<file path="src/rtl/dot_product_layer_sequencer.sv">
// Layer sequencer for a fixed-weight dot-product datapath: per neuron it shifts in the
// weight vector, streams the shared input vector, and captures the result for a consumer.
module dot_product_layer_sequencer #(
  parameter int BITS    = 16,
  parameter int LENGTH  = 10,
  parameter int MULTS   = 2,
  parameter int NEURONS = 4,
  parameter int TIMEOUT = 64,
  localparam int BEATS  = LENGTH / MULTS,
  localparam int WAW    = (NEURONS * BEATS > 1) ? $clog2(NEURONS * BEATS) : 1,
  localparam int XAW    = (BEATS > 1) ? $clog2(BEATS) : 1,
  localparam int NW     = (NEURONS > 1) ? $clog2(NEURONS) : 1,
  localparam int WCW    = (TIMEOUT > 1) ? $clog2(TIMEOUT) : 1
) (
  input  logic                       clk,
  input  logic                       rstn,
  input  logic                       start,
  input  logic                       abort,
  output logic                       busy,
  output logic                       done,
  output logic                       err,
  output logic                       w_en,
  output logic [WAW-1:0]             w_addr,
  input  logic [MULTS-1:0][BITS-1:0] w_data,
  output logic                       x_en,
  output logic [XAW-1:0]             x_addr,
  input  logic [MULTS-1:0][BITS-1:0] x_data,
  output logic                       load_a,
  output logic [MULTS-1:0][BITS-1:0] vector_a_in,
  output logic                       in_valid,
  output logic [MULTS-1:0][BITS-1:0] vector_b,
  input  logic                       out_valid,
  input  logic [BITS-1:0]            c,
  output logic                       res_valid,
  input  logic                       res_ready,
  output logic [BITS-1:0]            res_data,
  output logic [NW-1:0]              res_index
);

  typedef enum logic [2:0] {IDLE, LOAD, STREAM, WAIT, OUT} state_t;

  state_t          state_q, state_d;
  logic [NW-1:0]   n_q, n_d;
  logic [XAW-1:0]  k_q, k_d;
  logic [WCW-1:0]  wcnt_q, wcnt_d;
  logic            w_en_d, x_en_d, load_a_d, in_valid_d;
  logic            busy_d, done_d, err_d, res_valid_d;
  logic [WAW-1:0]  w_addr_d;
  logic [XAW-1:0]  x_addr_d;
  logic [BITS-1:0] res_data_d;
  logic [NW-1:0]   res_index_d;

  assign vector_a_in = w_data;
  assign vector_b    = x_data;

  always_comb begin
    state_d     = state_q;
    n_d         = n_q;
    k_d         = k_q;
    wcnt_d      = wcnt_q;
    w_en_d      = 1'b0;
    w_addr_d    = w_addr;
    x_en_d      = 1'b0;
    x_addr_d    = x_addr;
    load_a_d    = w_en;
    in_valid_d  = x_en;
    done_d      = 1'b0;
    err_d       = err;
    res_valid_d = res_valid;
    res_data_d  = res_data;
    res_index_d = res_index;

    if (abort) begin
      state_d     = IDLE;
      load_a_d    = 1'b0;
      in_valid_d  = 1'b0;
      res_valid_d = 1'b0;
      done_d      = (state_q != IDLE);
    end else begin
      case (state_q)
        IDLE: begin
          if (start) begin
            n_d      = '0;
            err_d    = 1'b0;
            state_d  = LOAD;
            w_en_d   = 1'b1;
            w_addr_d = WAW'(BEATS - 1);
            k_d      = XAW'(BEATS - 1);
          end
        end
        // Weights are read last beat first so the shift register ends up beat-aligned;
        // the cycle after the final read is spent on the trailing load_a.
        LOAD: begin
          if (w_en) begin
            if (k_q != '0) begin
              w_en_d   = 1'b1;
              w_addr_d = w_addr - WAW'(1);
              k_d      = k_q - XAW'(1);
            end
          end else begin
            state_d  = STREAM;
            x_en_d   = 1'b1;
            x_addr_d = '0;
          end
        end
        STREAM: begin
          if (x_en) begin
            if (x_addr != XAW'(BEATS - 1)) begin
              x_en_d   = 1'b1;
              x_addr_d = x_addr + XAW'(1);
            end
          end else begin
            state_d = WAIT;
            wcnt_d  = '0;
          end
        end
        WAIT: begin
          if (out_valid) begin
            res_data_d  = c;
            res_index_d = n_q;
            res_valid_d = 1'b1;
            state_d     = OUT;
          end else if (wcnt_q == WCW'(TIMEOUT - 1)) begin
            err_d   = 1'b1;
            done_d  = 1'b1;
            state_d = IDLE;
          end else begin
            wcnt_d = wcnt_q + WCW'(1);
          end
        end
        OUT: begin
          if (res_ready) begin
            res_valid_d = 1'b0;
            if (n_q != NW'(NEURONS - 1)) begin
              n_d      = n_q + NW'(1);
              state_d  = LOAD;
              w_en_d   = 1'b1;
              w_addr_d = WAW'((int'(n_q) + 1) * BEATS + BEATS - 1);
              k_d      = XAW'(BEATS - 1);
            end else begin
              done_d  = 1'b1;
              state_d = IDLE;
            end
          end
        end
        default: state_d = IDLE;
      endcase
    end
    busy_d = (state_d != IDLE);
  end

  always_ff @(posedge clk or negedge rstn) begin
    if (!rstn) begin
      state_q   <= IDLE;
      n_q       <= '0;
      k_q       <= '0;
      wcnt_q    <= '0;
      busy      <= 1'b0;
      done      <= 1'b0;
      err       <= 1'b0;
      w_en      <= 1'b0;
      w_addr    <= '0;
      x_en      <= 1'b0;
      x_addr    <= '0;
      load_a    <= 1'b0;
      in_valid  <= 1'b0;
      res_valid <= 1'b0;
      res_data  <= '0;
      res_index <= '0;
    end else begin
      state_q   <= state_d;
      n_q       <= n_d;
      k_q       <= k_d;
      wcnt_q    <= wcnt_d;
      busy      <= busy_d;
      done      <= done_d;
      err       <= err_d;
      w_en      <= w_en_d;
      w_addr    <= w_addr_d;
      x_en      <= x_en_d;
      x_addr    <= x_addr_d;
      load_a    <= load_a_d;
      in_valid  <= in_valid_d;
      res_valid <= res_valid_d;
      res_data  <= res_data_d;
      res_index <= res_index_d;
    end
  end

endmodule

</file>
<file path="config.mk">
export PLATFORM = sky130hd
export DESIGN_NAME = dot_product_layer_sequencer
export DESIGN_NICKNAME = d
export VERILOG_FILES = /design/src/rtl/dot_product_layer_sequencer.sv
export SDC_FILE = /design/constraint.sdc
export NUM_CORES = 1
export LEC_CHECK = 0
export CORE_ASPECT_RATIO = 1.75
export CORE_UTILIZATION = 34
export CTS_BUF_LIST = sky130_fd_sc_hd__clkbuf_16
export DETAILED_ROUTE_END_ITERATION = 10
export PLACE_DENSITY = 0.8
export SYNTH_ARGS = -nofsm -noshare
export SYNTH_HDL_FRONTEND = slang
export SYNTH_SLANG_ARGS = --single-unit
</file>
<file path="constraint.sdc">
create_clock -name clk -period 1.7 [get_ports clk]
set_clock_uncertainty 0.05 [all_clocks]
set_input_delay 0.255 -clock clk [delete_from_list [all_inputs] [get_ports clk]]
set_output_delay 0.255 -clock clk [all_outputs]
set_load 0.005 [all_outputs]
</file>
==> flow_summary.json, run 1 <==
{
  "grt_max_degree": 49,
  "core_area_sq_um": 8610,
  "fmax_mhz": 575,
  "vias": 2367,
  "ys_warn_count": 0,
  "drt-pass1-iter-count": 4,
  "nets": 443,
  "ys_seq_elements": 48,
  "finalMaxSlewViolations": 0,
  "final.setup.worst_slack_ns": -0.0379,
  "dieWidth_um": 73.0,
  "power_frac_comb_pct": 42.2,
  "maxCapViolCount": 0,
  "clock-sinks": 48,
  "placed_area_sq_um": 3600,
  "status": "finished with violations",
  "wl_per_cell_um": 16.0,
  "syn_to_final_growth_pct": 33.8,
  "h-tree-depth": 2,
  "cp.required_ns": 1.88,
  "drt-initial-drc-count": 85,
  "finalCritPeriodShare_pct": 102,
  "syn_avg_cell_area_sq_um": 10.1,
  "max_slew_margin_pct": 65.0,
  "io_pins": 184,
  "netlist_area_sq_um": 3000,
  "synth_nets": 394,
  "synthDistinctLibCells": 54,
  "worst_pin_slew_ns": 0.523,
  "violations": "negative setup slack",
  "min_path_type": "in2async",
  "viasPerCell": 5.10,
  "grt_usage_pct": 16.7,
  "p_leak_nw": 1.75,
  "ctsRootBufferMaster": "clkbuf_16",
  "sw_frac_of_total_pct": 30.3,
  "synth_flop_cell": "dfrtp_1",
  "antenna_found_initial": 0,
  "grt-ovfl-total": 0,
  "p_int_mw": 3.46,
  "placed_cells": 447,
  "critPathMaxFanout": 8,
  "synth-seq-area-share_pct": 40.1,
  "fp.dieArea_sq_um": 9210,
  "cts_tree": "done",
  "power_density_nw_per_um2": 1240,
  "die_h_um": 126,
  "crit_type": "reg2reg",
  "clock_path_buffers": 2,
  "synth-async-reset-ratio_pct": 100,
  "clk_pin_slew_ns": 0.07,
  "r2r-end": "wcnt_q[4]$_DFFE_PN0P_",
  "start_util_pct": 34.8,
  "final_cells": 464,
  "vdd_drop_max_mv": 1.23,
  "setup_viol": 2,
  "numPortBuffers": 55,
  "diodes": 0,
  "ff2ff_setup_slack_ns": -0.04,
  "p_switching_mw": 1.50,
  "r2r_cells": 5,
  "seq_power_share_pct": 34.9,
  "grt_pass1_vias": 2515,
  "dp_hpwl_um": 5480,
  "drive_gt1_share_pct": 37.2,
  "synth_cells": 297,
  "hold_viol_final": 0,
  "crit_path_start_kind": "register",
  "r2r-start": "wcnt_q[1]$_DFFE_PN0P_",
  "routed_wl_um": 7410,
  "final_antenna_net_count": 0,
  "drc": 0,
  "end_kind": "register",
  "cts_buffers": 5,
  "post-place-ws_ns": -0.220,
  "grt_pass1_wl_um": 11800,
  "clock_latency_ns": 0.30,
  "rsz0062_at_grt": "yes",
  "hold_slack_ns": 0.434,
  "fp-row-count": 45,
  "synth_edf_count": 0,
  "gp_congestion": 0.836,
  "setup.worst_path.end": "wcnt_q[4]$_DFFE_PN0P_",
  "cp-startpoint": "wcnt_q[1]$_DFFE_PN0P_",
  "finalPower_mw": 4.96,
  "clkPwrFrac_pct": 22.9,
  "stdcell_area_sq_um": 4010,
  "period_needed_ns": 1.74,
  "arrival_ns": 1.91
}
## per-layer routing
metal | vias to the layer above | track usage [%] | part of all wire (%) | routed length (um)
li1 | 1078 | - | - | -
met1 | 1133 | 16.1 | 33 | 2480
met2 | 76 | 28.2 | 52 | 3880
met3 | 80 | 3.44 | 5.2 | 388
met4 | 0 | 15.8 | 8.9 | 660
met5 | - | 0 | 0 | 0
## power groups by stage
stage	sequential [mW]	clock [mW]	combinational, mW
3_3_place_gp	1.71	0	1.86
4_1_cts	1.72	1.16	2.02
2_1_floorplan	1.71	0	0.909
6_report	1.73	1.14	2.10
5_1_grt	1.77	1.19	2.27
3_5_place_dp	1.73	0	1.91
## final cells by class
| class | instances | area, sq um |
|---|---|---|
| Tap cell | 117 | 146 |
| Clock inverter | 3 | 42.5 |
| Multi-Input combinational cell | 160 | 1370 |
| Inverter | 15 | 56.3 |
| Timing Repair Buffer | 116 | 1060 |
| Fill cell | 753 | 4600 |
| Clock buffer | 5 | 125 |
| Sequential cell | 48 | 1210 |
## synth_stat cells, types with 3 or more instances
| cell | count | area [sq um] |
|---|---|---|
| a21oi_1 | 11 | 55.1 |
| nand2b_1 | 5 | 31.3 |
| nor2b_1 | 4 | 25.0 |
| o21ai_0 | 10 | 50.1 |
| nor3_1 | 5 | 25.0 |
| buf_2 | 5 | 25.0 |
| inv_1 | 14 | 52.6 |
| nand3b_1 | 3 | 22.5 |
| or4_1 | 3 | 22.5 |
| o211ai_1 | 5 | 37.5 |
| nor4_1 | 3 | 18.8 |
| a211o_1 | 3 | 26.3 |
| or3_1 | 3 | 18.8 |
| nor2_1 | 11 | 41.3 |
| dfrtp_1 | 48 | 1200 |
| mux2_2 | 21 | 236 |
| nand2_1 | 12 | 45.0 |
| buf_4 | 65 | 488 |
| nand3_1 | 5 | 25.0 |
| mux2_1 | 3 | 33.8 |
| o31ai_1 | 3 | 22.5 |
| ha_1 | 11 | 138 |
## worst max-delay path: stages, from the launching register on
cell	delay (ns)
dfrtp_1	0.39
ha_2	0.20
nand3_2	0.08
o211ai_1	0.24
or4_1	0.57
a21oi_2	0.14
## state kept, by name, summed over array words and instances, names as in the netlist, 2 cells and up
name	flops
k_q	3
n_q	2
res_data	16
res_index	2
state_q	3
w_addr	5
wcnt_q	6
x_addr	3
## worst min-delay path by stage
stage / from / slack [ns] / endpoint
finish: rstn / 0.43 / w_addr[0]$_DFFE_PN0P_
global route: rstn / 0.45 / k_q[1]$_DFFE_PN0P_
CTS: rstn / 0.43 / k_q[1]$_DFFE_PN0P_
detailed placement: rstn / 0.21 / w_addr[1]$_DFFE_PN0P_
global placement: rstn / 0.21 / res_data[0]$_DFFE_PN0P_
floorplan: rstn / -0.09 / busy$_DFF_PN0_
## through the flow
stage	utilization, %	TNS [ns]
after global routing	46.6	-0.850
after floorplan	-	-0.127
final	46.6	-0.0491
after detailed placement	41.8	-4.66
after global placement	41.8	-3.57
after CTS	45.5	-0.0414
## placed cells by master (no fill, tap or decap), types with 2 or more instances in the layout
master,Yosys,final
clkdlybuf4s50_1,0,54
buf_4,65,52
dfrtp_1,48,44
mux2_2,21,21
inv_1,14,14
nand2_1,12,11
a21oi_1,11,8
nor2_1,11,8
ha_1,11,7
o211ai_1,5,5
o21ai_0,10,5
nor3_1,5,5
clkbuf_16,0,5
buf_6,2,5
nor2b_1,4,4
nand2b_1,5,4
nand3_1,5,4
dfrtp_2,0,4
nand3b_1,3,3
a21oi_2,0,3
o21ai_2,1,3
mux2_4,0,3
or3_1,3,3
o21ai_1,0,3
a211o_1,3,3
or4_1,3,3
buf_12,0,3
o2bb2ai_1,2,2
nor2_2,0,2
o21a_1,2,2
or3b_4,1,2
a31oi_1,2,2
nor4_1,3,2
nor2_4,1,2
o31ai_1,3,2
mux2i_1,2,2
ha_2,0,2
ha_4,0,2
## logic make-up after synthesis
group / after synthesis / share of synthesized area, %
buffers and inverters: 89 / 20.0
and+or+nand+nor: 69 / 13.3
AOI/OAI and AO/OA: 52 / 11.8
DFF: 48 / 40.1
muxes: 26 / 9.68
adders and majority gates: 11 / 4.59
xor gates and xnor gates: 2 / 0.584
## timing repair
action,CTS,global route
hold endpoints to repair,48,0
endpoints found under the setup margin,13,26
pin swaps,9,13
hold buffers,1,0
gates resized for setup,19,21
setup buffers,6,2
No activity file was read; power rests on OpenSTA's default activity.
==> run 2, diff against run 1 <==
--- a/config.mk
+++ b/config.mk
@@ -10,6 +10,7 @@
 export CTS_BUF_LIST = sky130_fd_sc_hd__clkbuf_16
 export DETAILED_ROUTE_END_ITERATION = 10
 export PLACE_DENSITY = 0.8
+export SLEW_MARGIN = 0
 export SYNTH_ARGS = -nofsm -noshare
 export SYNTH_HDL_FRONTEND = slang
 export SYNTH_SLANG_ARGS = --single-unit
==> results of run 2 <==
No change in the layout: final DEF, timing and power equal those of run 1.
==> patch: new RTL, config.mk and constraints of run 1 <==
Encoding of `state_t`: now Gray code (3 bits for 5 states).
--- a/src/rtl/dot_product_layer_sequencer.sv
+++ b/src/rtl/dot_product_layer_sequencer.sv
@@ -39,3 +39,3 @@
 
-  typedef enum logic [2:0] {IDLE, LOAD, STREAM, WAIT, OUT} state_t;
+  typedef enum logic [2:0] {IDLE = 3'b000, LOAD = 3'b001, STREAM = 3'b011, WAIT = 3'b010, OUT = 3'b110} state_t;
 
Check against the original RTL: same outputs for any inputs over 4 cycles, from zero or initial values and one cycle with rstn low; so few cycles prove little.
==> patch against run 1 <==
  * Combinational power down 6%
  * Power up 0.82%
  * Setup slack got worse by 0.044 ns
  * Critical path depth is the same
  * Cell area down 2.6%
  * Area after synthesis down 5.2%
  * Via count decreased by 9.1%
  * The flow finishes with violations (DRC, setup timing)
  * Non-clock buffer count is 8 lower
  * Count of clock-buffer cells in the layout unchanged
  * Wire length up 0.84%
  * Sequential cell count is the same
==> patch: results (changes against run 1) <==
Syn. warnings: 0 (unchanged)
Async S/R FF share, synth: 1.00 (unchanged)
Seq/Total Area, Yosys: 0.423 (+0.0219)
Post-synth top cells: buf_4 (65), dfrtp_1 (48), mux2_2 (19)
synthesized netlist cell count: 286 (-3.7%)
clk slew on worst S/H paths: 0.07 ns (about the same)
final setup margin: -0.0822 ns (-0.0443 ns)
first-pass GRT wire length: 10900 um (-7.5%)
largest net degree at the start of global routing: 33 (-33%)
top cells by area, synth: dfrtp_1 (42%), buf_4 (17%), mux2_2 (7.5%), ha_1 (4.8%), o21ai_0 (2.3%)
CP max stage cell: or4_4
Cell variety after synth: 41 (-24%)
max-capacitance violation count: 0 (unchanged)
Total Routing Usage GR: 0.165 (-0.00116)
clk_lat worst skew: 0.29 ns
Hold WC Path Type: in2async
Worst Setup SP: state_q[1]$_DFF_PN0_
worst hold margin: 0.395 ns (-0.0388 ns)
Leakage: 1.73 nW (-1.1%)
peak supply drop: 0.915 mV (-25%)
initial DRC count: 127 (+49%)
status: finished, violations left
final setup violation count: 24 (+22)
drt pass-1 iters: 8 (+4)
Buffers on Ports: 55 (unchanged)
Ant. Diodes: 0 (unchanged)
Clock Tree Root: clkbuf_16
DRC Markers: 20 (+20)
initial antenna violation count: 0 (unchanged)
DR vias: 2152 (-9.1%)
detailed placer's ending HPWL: 5080 um (-7.3%)
share of cells above drive strength 1: 0.332 (-0.0394)
drt total wl: 7470 um (+0.84%)
syn_nets: 383 (-2.8%)
worst-path maximum fanout: 7 (-1)
largest registers: res_data (16), wcnt_q (6), w_addr (5)
Cell Area, Placed: 3300 um^2 (-8.4%)
gp weighted congestion: 0.888 (+6.3%)
failing checks: DRC, setup timing
CP max stage delay: 0.45 ns (-0.12 ns)
worst relative slew slack: 0.706 (+0.0569)
final net count: 427 (-3.6%)
[patch: cell count changes in the layout (fill, tap and decap cells not counted), sizes merged, moves of 6 or more]
cell / delta
nand2: +6
xnor2: +6
a21oi: -7
buf: -9
[patch: final timing paths]
kind	to	depth (start not counted)
min reg2reg	err$_DFFE_PN0P_	1
max	w_addr[4]$_DFFE_PN0P_	5
min in group clk	err$_DFFE_PN0P_	1
min	n_q[0]$_DFFE_PN0P_	2
max reg2reg	w_addr[4]$_DFFE_PN0P_	5
max in group asynchronous	res_index[1]$_DFFE_PN0P_	3
[patch: layout make-up]
cell class / count / area [um^2]
Inverter: 16 / 60.1
Fill cell: 681 / 4110
Multi-Input combinational cell: 151 / 1290
Clock buffer: 5 / 125
Tap cell: 90 / 113
Clock inverter: 3 / 68.8
Timing Repair Buffer: 108 / 1050
Sequential cell: 48 / 1200
[patch: per-layer routing]
layer	global-route usage	up-vias	wire, um
met3	0.0244	47	430
met4	0.141	0	437
met1	0.164	1035	2570
met2	0.299	79	4040
met5	0	-	0
li1	-	991	-
[patch: where the power goes]
part | leakage [nW] | total [mW] | internal, mW | switching (mW)
Clock | 0.0944 | 1.31 | 0.849 | 0.465
Sequential | 0.624 | 1.71 | 1.48 | 0.231
Combinational | 1.02 | 1.98 | 1.26 | 0.715
Total | 1.73 | 5.00 | 3.59 | 1.41
[patch: stage by stage]
| stage | TNS (ns) | std cells | util | worst slack, ns | total power, mW |
|---|---|---|---|---|---|
| 2_1_floorplan | -0.817 | 286 | - | -0.148 | 2.51 |
| 3_3_place_gp | -4.12 | 397 | 0.411 | -0.208 | 3.31 |
| 3_5_place_dp | -4.72 | 397 | 0.411 | -0.254 | 3.38 |
| 4_1_cts | -0.701 | 413 | 0.467 | -0.0691 | 4.93 |
| 5_1_grt | -2.41 | 421 | 0.487 | -0.157 | 5.25 |
| 6_report | -1.14 | 421 | 0.487 | -0.0822 | 5.00 |
[patch: what timing repair did]
action                                 in CTS  in global routing
setup buffers                               5                  8
hold buffers                                1                  0
setup endpoints to repair                  32                 34
resized for setup                          32                 24
gates cloned                                2                  1
pin swaps                                   4                 11
endpoints found under the hold margin      16                  0
[patch: worst max-delay path: cells and delay by family (launching register included)]
family           cells  cell delay (ns)
AO/OA/AOI/OAI        2             0.25
flip-flops           1             0.40
AND/OR/NAND/NOR      3             0.96
[patch: cell families after synthesis]
kind of cell    Yosys count  synth area share
compound gates           37            0.0819
xor+xnor                  8            0.0246
fa+ha+maj                11            0.0484
buf+inv                  87             0.204
flops                    48             0.423
mux                      20            0.0788
simple gates             75             0.140
